[src/rtl/binary_divider_if.sv]
// Handshake and result bus for the restoring binary divider.
interface binary_divider_if #(
  parameter int unsigned WIDTH = 16
);
  logic             start;
  logic [WIDTH-1:0] dividend;
  logic [WIDTH-1:0] divisor;
  logic             busy;
  logic             done;
  logic [WIDTH-1:0] quotient;
  logic [WIDTH-1:0] remainder;
  logic             dbz;

  // Requester side: issues operands, observes status and results.
  modport master (
    output start, dividend, divisor,
    input  busy, done, quotient, remainder, dbz
  );

  // Divider side.
  modport slave (
    input  start, dividend, divisor,
    output busy, done, quotient, remainder, dbz
  );
endinterface

[src/rtl/binary_divider.sv]
// Unsigned restoring divider: one quotient bit per cycle, fixed latency,
// divide-by-zero reported as all-ones quotient with the dividend as remainder.
module binary_divider #(
  parameter int unsigned WIDTH = 16
) (
  input logic            clk,
  input logic            rst,
  binary_divider_if.slave bus
);
  localparam int unsigned CNT_W = $clog2(WIDTH + 1);

  typedef enum logic [1:0] {IDLE, LOAD, CALC, DONE} state_t;

  state_t           state;
  logic [WIDTH-1:0] dvd;
  logic [WIDTH-1:0] dvs;
  logic [WIDTH:0]   r;
  logic [WIDTH-1:0] q;
  logic [CNT_W-1:0] cnt;
  logic [WIDTH:0]   shifted_r;
  logic [WIDTH:0]   trial;

  // One restoring step: shift the next dividend bit in, try subtracting the divisor.
  assign shifted_r = {r[WIDTH-1:0], q[WIDTH-1]};
  assign trial     = shifted_r - {1'b0, dvs};

  // Controller, datapath and registered outputs.
  always_ff @(posedge clk or posedge rst) begin
    if (rst) begin
      state         <= IDLE;
      dvd           <= '0;
      dvs           <= '0;
      r             <= '0;
      q             <= '0;
      cnt           <= '0;
      bus.busy      <= 1'b0;
      bus.done      <= 1'b0;
      bus.quotient  <= '0;
      bus.remainder <= '0;
      bus.dbz       <= 1'b0;
    end else begin
      bus.done <= 1'b0;
      case (state)
        IDLE: begin
          if (bus.start) begin
            dvd      <= bus.dividend;
            dvs      <= bus.divisor;
            bus.busy <= 1'b1;
            state    <= LOAD;
          end
        end
        LOAD: begin
          r   <= '0;
          q   <= dvd;
          cnt <= CNT_W'(WIDTH);
          if (dvs == '0) begin
            bus.busy <= 1'b0;
            state    <= DONE;
          end else begin
            state <= CALC;
          end
        end
        CALC: begin
          // A set top bit of trial means the subtraction went negative: restore.
          r   <= trial[WIDTH] ? shifted_r : trial;
          q   <= {q[WIDTH-2:0], ~trial[WIDTH]};
          cnt <= cnt - CNT_W'(1);
          if (cnt == CNT_W'(1)) begin
            bus.busy <= 1'b0;
            state    <= DONE;
          end
        end
        DONE: begin
          bus.done <= 1'b1;
          if (dvs == '0) begin
            bus.quotient  <= '1;
            bus.remainder <= dvd;
            bus.dbz       <= 1'b1;
          end else begin
            bus.quotient  <= q;
            bus.remainder <= r[WIDTH-1:0];
            bus.dbz       <= 1'b0;
          end
          state <= IDLE;
        end
        default: state <= IDLE;
      endcase
    end
  end
endmodule

[src/flat_wrapper.sv]
// flat-port wrapper written by rule: the top's interface ports become plain ports
module binary_divider_flat 
#(
  parameter int unsigned WIDTH = 16
)
  (clk, rst, bus_start, bus_dividend, bus_divisor, bus_busy, bus_done, bus_quotient, bus_remainder, bus_dbz);
  binary_divider_if #(.WIDTH(WIDTH)) bus_i ();
  input logic clk;
  input logic rst;
  input wire logic [$bits(bus_i.start)-1:0] bus_start;
  input wire logic [$bits(bus_i.dividend)-1:0] bus_dividend;
  input wire logic [$bits(bus_i.divisor)-1:0] bus_divisor;
  output wire logic [$bits(bus_i.busy)-1:0] bus_busy;
  output wire logic [$bits(bus_i.done)-1:0] bus_done;
  output wire logic [$bits(bus_i.quotient)-1:0] bus_quotient;
  output wire logic [$bits(bus_i.remainder)-1:0] bus_remainder;
  output wire logic [$bits(bus_i.dbz)-1:0] bus_dbz;
  assign bus_i.start = bus_start;
  assign bus_i.dividend = bus_dividend;
  assign bus_i.divisor = bus_divisor;
  assign bus_busy = bus_i.busy;
  assign bus_done = bus_i.done;
  assign bus_quotient = bus_i.quotient;
  assign bus_remainder = bus_i.remainder;
  assign bus_dbz = bus_i.dbz;
  binary_divider #(.WIDTH(WIDTH)) u_core (.clk(clk), .rst(rst), .bus(bus_i));
endmodule
[config.mk]
export PLATFORM = sky130hd
export DESIGN_NAME = binary_divider_flat
export DESIGN_NICKNAME = d
export VERILOG_FILES = /design/src/rtl/binary_divider_if.sv /design/src/rtl/binary_divider.sv /design/src/flat_wrapper.sv
export SDC_FILE = /design/constraint.sdc
export NUM_CORES = 1
export LEC_CHECK = 0
export ABC_CLOCK_PERIOD_IN_PS = 4290
export CORE_MARGIN = 4
export CORE_UTILIZATION = 56
export DETAILED_ROUTE_END_ITERATION = 7
export GPL_TIMING_DRIVEN = 0
export PLACE_DENSITY_LB_ADDON = 0.05
export SETUP_SLACK_MARGIN = 0.02
export SLEW_MARGIN = 20
export SYNTH_ARGS = -nofsm -noshare
export SYNTH_HDL_FRONTEND = slang
export SYNTH_SLANG_ARGS = --single-unit
export TNS_END_PERCENT = 100
[constraint.sdc]
create_clock -name clk -period 4.29 [get_ports clk]
set_clock_uncertainty 0.15 [all_clocks]
set_input_delay 0.858 -clock clk [delete_from_list [all_inputs] [get_ports clk]]
set_output_delay 0.858 -clock clk [all_outputs]
set_load 0.05 [all_outputs]
* After elaboration in Yosys (flattened, before gate mapping) *
Index checks and enable logic that the tools add are counted.

word-level totals
  bits of input ports = 35
  output and inout port bits = 35
  flip-flop bits (word level) = 106

operators by class
  bitwise gates (word level) = 1
  add/subtract/negate cells = 2
  mux-type cells = 16
  equal/unequal tests = 7
  reductions and logical operators = 7

operator list
  operator                                             number
  one-hot mux 16 bit (2 select lines)                  2
  2-to-1 mux 16 bit                                    3
  subtractor 17 x 16 -> 17 bit                         1
  zero test 16 bit                                     1
  one-hot mux 5 bit (2 select lines)                   1
  one-hot mux 2 bit (4 select lines)                   1
  2-to-1 mux 1 bit                                     6
  equality test 5 x 1 -> 1 bit, second input constant  1
  subtractor 5 x 1 -> 5 bit, second input constant     1
  equality test 2 bit, second input constant           2
  2-to-1 mux 2 bit                                     2
  != test 2 x 1 -> 1 bit, second input constant        2
  AND reduction 2 bit                                  2
  AND reduction 4 bit                                  1
  one-hot mux 1 bit (3 select lines)                   1
  nonzero test 3 bit                                   1
  equality test 2 x 1 -> 1 bit, second input constant  1
  zero test 2 bit                                      1
  != test 2 bit, second input constant                 1
  nonzero test 2 bit                                   1
  inverter 1 bit                                       1

* Depth between registers and ports, before layout *
Gate-level depths: netlist of run 1.

  word-level depth = 3
  mapped depth = 11
  gate-level depth less buffers = 10

* Worst setup path before layout of run 1 *
OpenSTA, ideal clock, no wires.

  path kind = register to register
  start point = reg u_core.q[15]
  end point = reg u_core.r[1]
  arrival = 2.329 ns
  setup slack = 1.669 ns
  library setup time = 0.142 ns
  stages on the path, launching flop included = 12
  cells stage by stage = dfrtp_1 > inv_1 > ha_1 > inv_1 > fa_1 > a211oi_1 > o21bai_1 > o21a_1 > o211ai_4 > buf_6 > mux2i_1 > o22ai_1

between the ends
  cells in the longest elaborated chain, start to end = 3

RTL lines
  element                              RTL line              text
  start, declared                      binary_divider.sv:18  logic [WIDTH-1:0] q;
  start signal, assigned               binary_divider.sv:54  q <= dvd;
  start signal, assigned               binary_divider.sv:66  q <= {q[WIDTH-2:0], ~trial[WIDTH]};
  subtractor 17 x 16 -> 17 bit         binary_divider.sv:25  assign trial = shifted_r - {1'b0, dvs};
  2-to-1 mux 16 bit                    binary_divider.sv:65  r <= trial[WIDTH] ? shifted_r : trial;
  one-hot mux 16 bit (2 select lines)  binary_divider.sv:43  case (state)
  end signal, assigned                 binary_divider.sv:65
  end, declared                        binary_divider.sv:17  logic [WIDTH:0] r;

No other way between the ends.
A chain may end at the register's enable or synchronous reset.

* Final worst setup path of run 1 *
  start point = reg u_core.q[15]
  end point = reg u_core.r[14]

The elaborated chain is that of the path after synthesis.

==> impl_metrics.py, run 1 <==
metrics = {
    "setup_path": {
        "end_kind": "flip-flop",
        "start_kind": "flip-flop",
        "crit_type": "reg -> reg",
        "r2r_start": "u_core.q[15]$_DFFE_PP0N_",
        "reg2regPathDepth": 11,
        "cp_max_fo": 10,
        "worstPathArrival_ns": 3.32,
        "r2r_slack_ns": 1.12,
        "reg2reg_to": "u_core.r[14]$_DFFE_PP0N_",
        "required_ns": 4.44,
    },
    "global_route": {
        "grt_pass1_wl_um": 23300,
        "grtUsageMet2": 0.404,
        "grt_pass1_vias": 4507,
        "grt.total_usage": 0.260,
        "overflow": 0,
        "use_met1": 0.369,
        "grt_max_degree": 74,
        "grt_use_met3": 0.0675,
        "grt.busiest_layer": "met2",
        "grt_antenna_before_repair": 0,
    },
    "floorplanning": {
        "start_util": 0.573,
        "io_pins": 70,
        "die_area_um2": 11700,
        "die_h_um": 108,
        "die_w_um": 108,
        "row_count": 36,
        "core_um2": 9770,
    },
    "synthesis": {
        "synth_nets": 630,
        "synth_ff_type": "dfrtp_1",
        "yosysWarnings": 0,
        "synth_area_leaders": "dfrtp_1 (47%), mux2_2 (6.6%), ha_1 (5.1%)",
        "syn_inst": 571,
        "syn_avg_cell_area_um2": 9.81,
        "synth-edff-count": 0,
        "synth_seq_cells": 106,
        "async_flop_share": 1.00,
        "synth_area_um2": 5600,
        "yosys.area.top_type": "dfrtp_1",
        "ys_seq_area_frac": 0.473,
        "ys_types": 62,
        "netlist.area_leader.share": 0.473,
    },
    "final_layout": {
        "multi_input_area_um2": 2670,
        "seq_area_um2": 2650,
        "layout-drive-gt1-share": 0.102,
        "final_cells": 790,
        "nNetsFinal": 711,
        "insertedDiodeCount": 0,
        "fillers": 832,
        "final_area_um2": 6720,
        "syn_to_final_growth_pct": 20.0,
    },
    "clock_network": {
        "cts_buffer_depth": 2,
        "ctsResizeCount": 0,
        "clk_latency_ns": 0.39,
        "numCtsBuffers": 9,
        "cts.clk_slew.worst_paths_ns": 0.09,
        "cts-root-buf": "clkbuf_8",
        "htreeDepth": 3,
        "hold_buffers": 0,
        "postCtsSetupRepairBufs": 0,
        "cts.sinks": 106,
        "cts_tree": "built",
    },
    "timing": {
        "hold_violations": 0,
        "slew_violations": 0,
        "setup_ws_ns": 1.12,
        "rsz0062_at_grt": "no",
        "setup_violations": 0,
        "finalCritPeriodShare": 0.739,
        "relSlewSlack": 0.493,
        "post-route-min-period_ns": 3.17,
        "tightest_slew_ns": 0.741,
        "max_freq_ghz": 0.315,
    },
    "detailed_routing": {
        "drtAntennaViolNets": 0,
        "wl_per_cell_um": 18.1,
        "drc": 0,
        "drt-pass1-iter-count": 4,
        "routed_wl_um": 14300,
        "viasPerCell": 5.75,
        "drtIter0Drc": 269,
        "vias": 4539,
    },
    "place": {
        "hpwl_um": 10700,
        "detailedPlace.worstSlack_ns": 1.19,
        "place.gp.congestion": 0.886,
        "place_area_um2": 6490,
        "io_buffers": 69,
        "placed_cells": 774,
    },
    "pwr": {
        "p_per_area_nw_per_um2": 870,
        "vdd_drop_max_uv": 468,
        "leakage_nw": 2.83,
    },
    "run": {
        "cap_violations": 0,
    },
    "worst_hold_path": {
        "holdPathStages": 2,
        "min_to": "u_core.bus.busy$_DFFE_PP0P_",
        "hp-start": "u_core.bus.busy$_DFFE_PP0P_",
        "min_path_type": "reg -> reg",
    },
    "run_status": {
        "status": "finished, final reports clean",
    },
}
-- worst max-delay path: stages (launching register included) --
cell	delay, ns
dfrtp_1	0.39
inv_1	0.13
ha_1	0.20
inv_1	0.06
fa_1	0.42
a211oi_1	0.29
o21bai_1	0.22
o21a_1	0.27
o211ai_4	0.32
buf_6	0.23
o2111ai_1	0.18
o221ai_1	0.21
-- state kept, by name, summed over array words and instances (netlist names) --
name and flops:
u_core.bus.quotient 16, u_core.bus.remainder 16, u_core.dvd 16, u_core.dvs 16, u_core.q 16, u_core.r 16, u_core.cnt 5, u_core.state 2
u_core.bus.busy 1, u_core.bus.dbz 1, u_core.bus.done 1
-- cells in the mapped netlist (8+ instances only) --
master    number
dfrtp_1      106
nor2_1        75
nand2_1       49
a21oi_1       43
inv_1         40
mux2_2        33
mux2i_1       24
ha_1          23
clkbuf_1      19
a31oi_1       18
o21ai_0       18
o22ai_1       10
nor3_1         8
-- kinds of logic (layout without fill, tap and decap cells) --
family	after synthesis	after routing	share of synthesized area
fa+ha+maj	24	24	0.0549
xor+xnor	10	10	0.0156
flops	106	106	0.473
mux	58	58	0.112
buf+inv	71	157	0.0511
simple gates	165	165	0.128
compound gates	137	137	0.165
-- area by class of cell --
cell class,instances,area share
clock buffers,12,0.0231
clock inverters,4,0.0110
multi-input cells,394,0.396
inverters,40,0.0231
plain buffers,31,0.0203
flip-flops and latches,106,0.395
repair buffers,70,0.107
well taps,133,0.0248
-- cell usage in the layout, fill, tap and decap left out, drive strengths merged, types with 5 or more instances in the layout --
| master | count |
|---|---|
| dfrtp | 106 |
| nor2 | 75 |
| clkdlybuf4s50 | 69 |
| nand2 | 49 |
| a21oi | 45 |
| inv | 40 |
| mux2 | 34 |
| clkbuf | 32 |
| mux2i | 24 |
| ha | 23 |
| o21ai | 19 |
| a31oi | 18 |
| buf | 12 |
| o22ai | 11 |
| nor3 | 8 |
| xnor2 | 7 |
| nand2b | 6 |
| nor2b | 6 |
| a211oi | 5 |
| o211ai | 5 |
-- power by group --
part	switching (mW)	internal [mW]	leakage, nW
clock network	0.343	0.361	0.117
logic	2.04	1.27	1.44
registers	0.372	1.47	1.26
-- routing by layer --
metal | vias to the layer above | wire [um]
met3 | 12 | 1030
met4 | 0 | 170
met2 | 128 | 6730
li1 | 2162 | -
met1 | 2237 | 6340
met5 | - | 0
-- stage by stage --
step | hold slack, ns | util | setup TNS (ns) | power [mW]
final | 0.332 | 0.688 | 0 | 5.85
after detailed placement | 0.319 | 0.664 | 0 | 5.14
after global routing | 0.382 | 0.688 | 0 | 6.27
after floorplan | 0.308 | - | 0 | 4.16
after CTS | 0.339 | 0.688 | 0 | 5.85
after global placement | 0.326 | 0.661 | -105.24 | 5.04
-- worst max path at each step --
stage,from,to,slack (ns),cells past startpoint
floorplan,rst,u_core.bus.busy$_DFFE_PP0P_,0.49,1
global placement,rst,u_core.dvs[2]$_DFFE_PP0P_,-1.00,2
detailed placement,u_core.q[15]$_DFFE_PP0N_,u_core.r[14]$_DFFE_PP0N_,1.19,11
CTS,u_core.q[15]$_DFFE_PP0N_,u_core.r[14]$_DFFE_PP0N_,1.13,11
global route,u_core.q[15]$_DFFE_PP0N_,u_core.r[14]$_DFFE_PP0N_,1.01,11
finish,u_core.q[15]$_DFFE_PP0N_,u_core.r[14]$_DFFE_PP0N_,1.12,11
Note: power is estimated with default switching activity, not from simulation.
==> run 2: changes to the inputs <==
--- a/config.mk
+++ b/config.mk
@@ -5,9 +5,9 @@
 export SDC_FILE = /design/constraint.sdc
 export NUM_CORES = 1
 export LEC_CHECK = 0
-export ABC_CLOCK_PERIOD_IN_PS = 4290
+export ABC_CLOCK_PERIOD_IN_PS = 2600
 export CORE_MARGIN = 4
-export CORE_UTILIZATION = 56
+export CORE_UTILIZATION = 51
 export DETAILED_ROUTE_END_ITERATION = 7
 export GPL_TIMING_DRIVEN = 0
 export PLACE_DENSITY_LB_ADDON = 0.05
==> constraint.sdc (replaced) <==
create_clock -name clk -period 2.6 [get_ports clk]
set_clock_uncertainty 0.15 [all_clocks]
set_input_delay 0.52 -clock clk [delete_from_list [all_inputs] [get_ports clk]]
set_output_delay 0.52 -clock clk [all_outputs]
set_load 0.05 [all_outputs]
==> run 2 against run 1 <==
  * Count of clock-buffer cells in the layout down 2
  * Routed wire length up 4.2%
  * Total power up 71%
  * The flow now finishes with violations (setup timing)
  * Critical path type unchanged
  * Combinational power up 79%
  * Hold slack better by 0.017 ns
  * Core utilization down 3.5 points
  * Fmax up 13%
  * Register-to-register slack worse by 1.3 ns
  * Non-clock buffer count up 18
  * Sequential share of layout area down 1.8 points
  * Highest routed layer unchanged
==> impl_metrics.py, run 2 (synthesized netlist as in run 1, its figures left out) <==
metrics = {
    "setup_path": {
        "crit_type": "reg -> reg",
        "cp_max_fo": 4,
        "required_ns": 2.76,
        "startpoint": "u_core.q[15]$_DFFE_PP0N_",
        "end_kind": "flip-flop",
        "cp_slowest_cell": "dfrtp_1",
        "worstPathArrival_ns": 2.95,
        "crit_chain": "inv_2 > ha_4 > inv_2 > fa_2 > a211oi_2 > o21bai_2 > o21a_1 > o211ai_4 > buf_6 > buf_6 > mux2_4 > o22ai_2",
        "start_kind": "flip-flop",
        "r2r_start": "u_core.q[15]$_DFFE_PP0N_",
        "cp_slowest_stage_delay_ns": 0.40,
    },
    "pwr": {
        "vdd_drop_max_uv": 934,
        "leakage_nw": 2.94,
        "p_per_area_nw_per_um2": 1420,
        "p_total_mw": 10.0,
    },
    "global_route": {
        "grt.total_usage": 0.244,
        "overflow": 0,
        "grt_pass1_vias": 4713,
        "grt_max_degree": 27,
        "grt_pass1_wl_um": 24400,
        "grt_antenna_before_repair": 0,
    },
    "final_layout": {
        "insertedDiodeCount": 0,
        "mostFrequentLayoutCell": "dfrtp_1",
        "final_area_um2": 7050,
        "layout-drive-gt1-share": 0.154,
        "nNetsFinal": 729,
        "layout_common_cells": "dfrtp_1 (105), nor2_1 (75), clkdlybuf4s50_1 (69), nand2_1 (49), a21oi_1 (43)",
        "fillers": 903,
        "final_cells": 815,
        "syn_to_final_growth_pct": 25.8,
    },
    "detailed_routing": {
        "vias": 4654,
        "drt-pass1-iter-count": 5,
        "drtIter0Drc": 350,
        "drtAntennaViolNets": 0,
        "routed_wl_um": 14900,
        "viasPerCell": 5.71,
        "wl_per_cell_um": 18.2,
        "drc": 0,
    },
    "floorplanning": {
        "core_um2": 10800,
        "die_w_um": 113,
        "die_area_um2": 12700,
        "die_h_um": 113,
        "io_pins": 70,
        "start_util": 0.519,
        "row_count": 38,
    },
    "run_status": {
        "violations": "setup timing",
        "status": "complete, but fails checks",
    },
    "place": {
        "place_area_um2": 6580,
        "hpwl_um": 11100,
        "placed_cells": 784,
        "io_buffers": 69,
        "place.gp.congestion": 0.927,
    },
    "timing": {
        "tightest_slew_ns": 0.742,
        "setup_ws_ns": -0.195,
        "max_freq_ghz": 0.358,
        "rsz0062_at_grt": "yes",
        "post-route-min-period_ns": 2.79,
        "setup_tns_ns": -2.40,
        "relSlewSlack": 0.506,
        "hold_slack_ns": 0.349,
        "setup_violations": 17,
        "finalCritPeriodShare": 1.07,
        "hold_violations": 0,
        "slew_violations": 0,
    },
    "run": {
        "cap_violations": 0,
    },
    "worst_hold_path": {
        "min_path_type": "in -> async",
    },
    "clock_network": {
        "cts_tree": "built",
        "cts.sinks": 106,
        "cts_buffer_depth": 2,
        "numCtsBuffers": 9,
        "cts-root-buf": "clkbuf_8",
        "clk_latency_ns": 0.38,
        "cts.clk_slew.worst_paths_ns": 0.10,
        "htreeDepth": 3,
    },
}
==> run 2: what timing repair did <==
action,CTS,global route
gates resized for setup,29,11
setup endpoints to repair,17,43
hold buffers,0,0
cloned,2,0
pin swaps,11,9
setup buffers,13,2
==> run 2: path summary, 6_finish.rpt <==
path	depth (start not counted)	slack, ns	to
worst max-delay path	12	-0.19	u_core.r[0]$_DFFE_PP0N_
worst min register to register	2	0.35	u_core.bus.busy$_DFFE_PP0P_
min in group clk	2	0.35	u_core.bus.busy$_DFFE_PP0P_
max in group asynchronous	6	0.92	u_core.dvd[2]$_DFFE_PP0P_
worst max register to register	12	-0.19	u_core.r[0]$_DFFE_PP0N_
worst min-delay path	2	0.35	u_core.state[1]$_DFFE_PP0P_
==> run 2: power breakdown <==
group	internal, mW	switching [mW]
Sequential	2.42	0.645
Combinational	2.39	3.52
Clock	0.448	0.581
Total	5.26	4.75
==> run 2: cell type report <==
type	instances	area, um2	area share
Clock inverter	6	65.1	0.00923
Sequential cell	106	2650	0.376
Tap cell	140	175	0.0248
Timing Repair Buffer	89	943	0.134
Buffer	30	143	0.0202
Clock buffer	10	128	0.0181
Multi-Input combinational cell	394	2790	0.396
Inverter	40	154	0.0218
==> run 2: stage by stage <==
stage | worst slack [ns] | utilization
finish | -0.195 | 0.653
global route | -0.302 | 0.653
CTS | -0.158 | 0.652
detailed placement | -0.430 | 0.609
global placement | -0.409 | 0.600
floorplan | 0.0205 | -
==> run 2: worst max-delay path, delay by kind of cell, from the launching register on <==
| kind | cells | cell delay, ns |
|---|---|---|
| AO/OA/AOI/OAI | 5 | 0.97 |
| adder cells (fa/ha/maj) | 2 | 0.50 |
| flip-flops | 1 | 0.40 |
| buffers and inverters | 4 | 0.38 |
| multiplexers | 1 | 0.29 |
==> run 2: metal layers <==
metal  vias to the layer above  GRT usage  routed length [um]
met5                         -          0                   0
met4                         0     0.0705                 245
met1                      2276      0.340                6800
met2                       146      0.374                6830
met3                        19     0.0690                1000
li1                       2213          -                   -
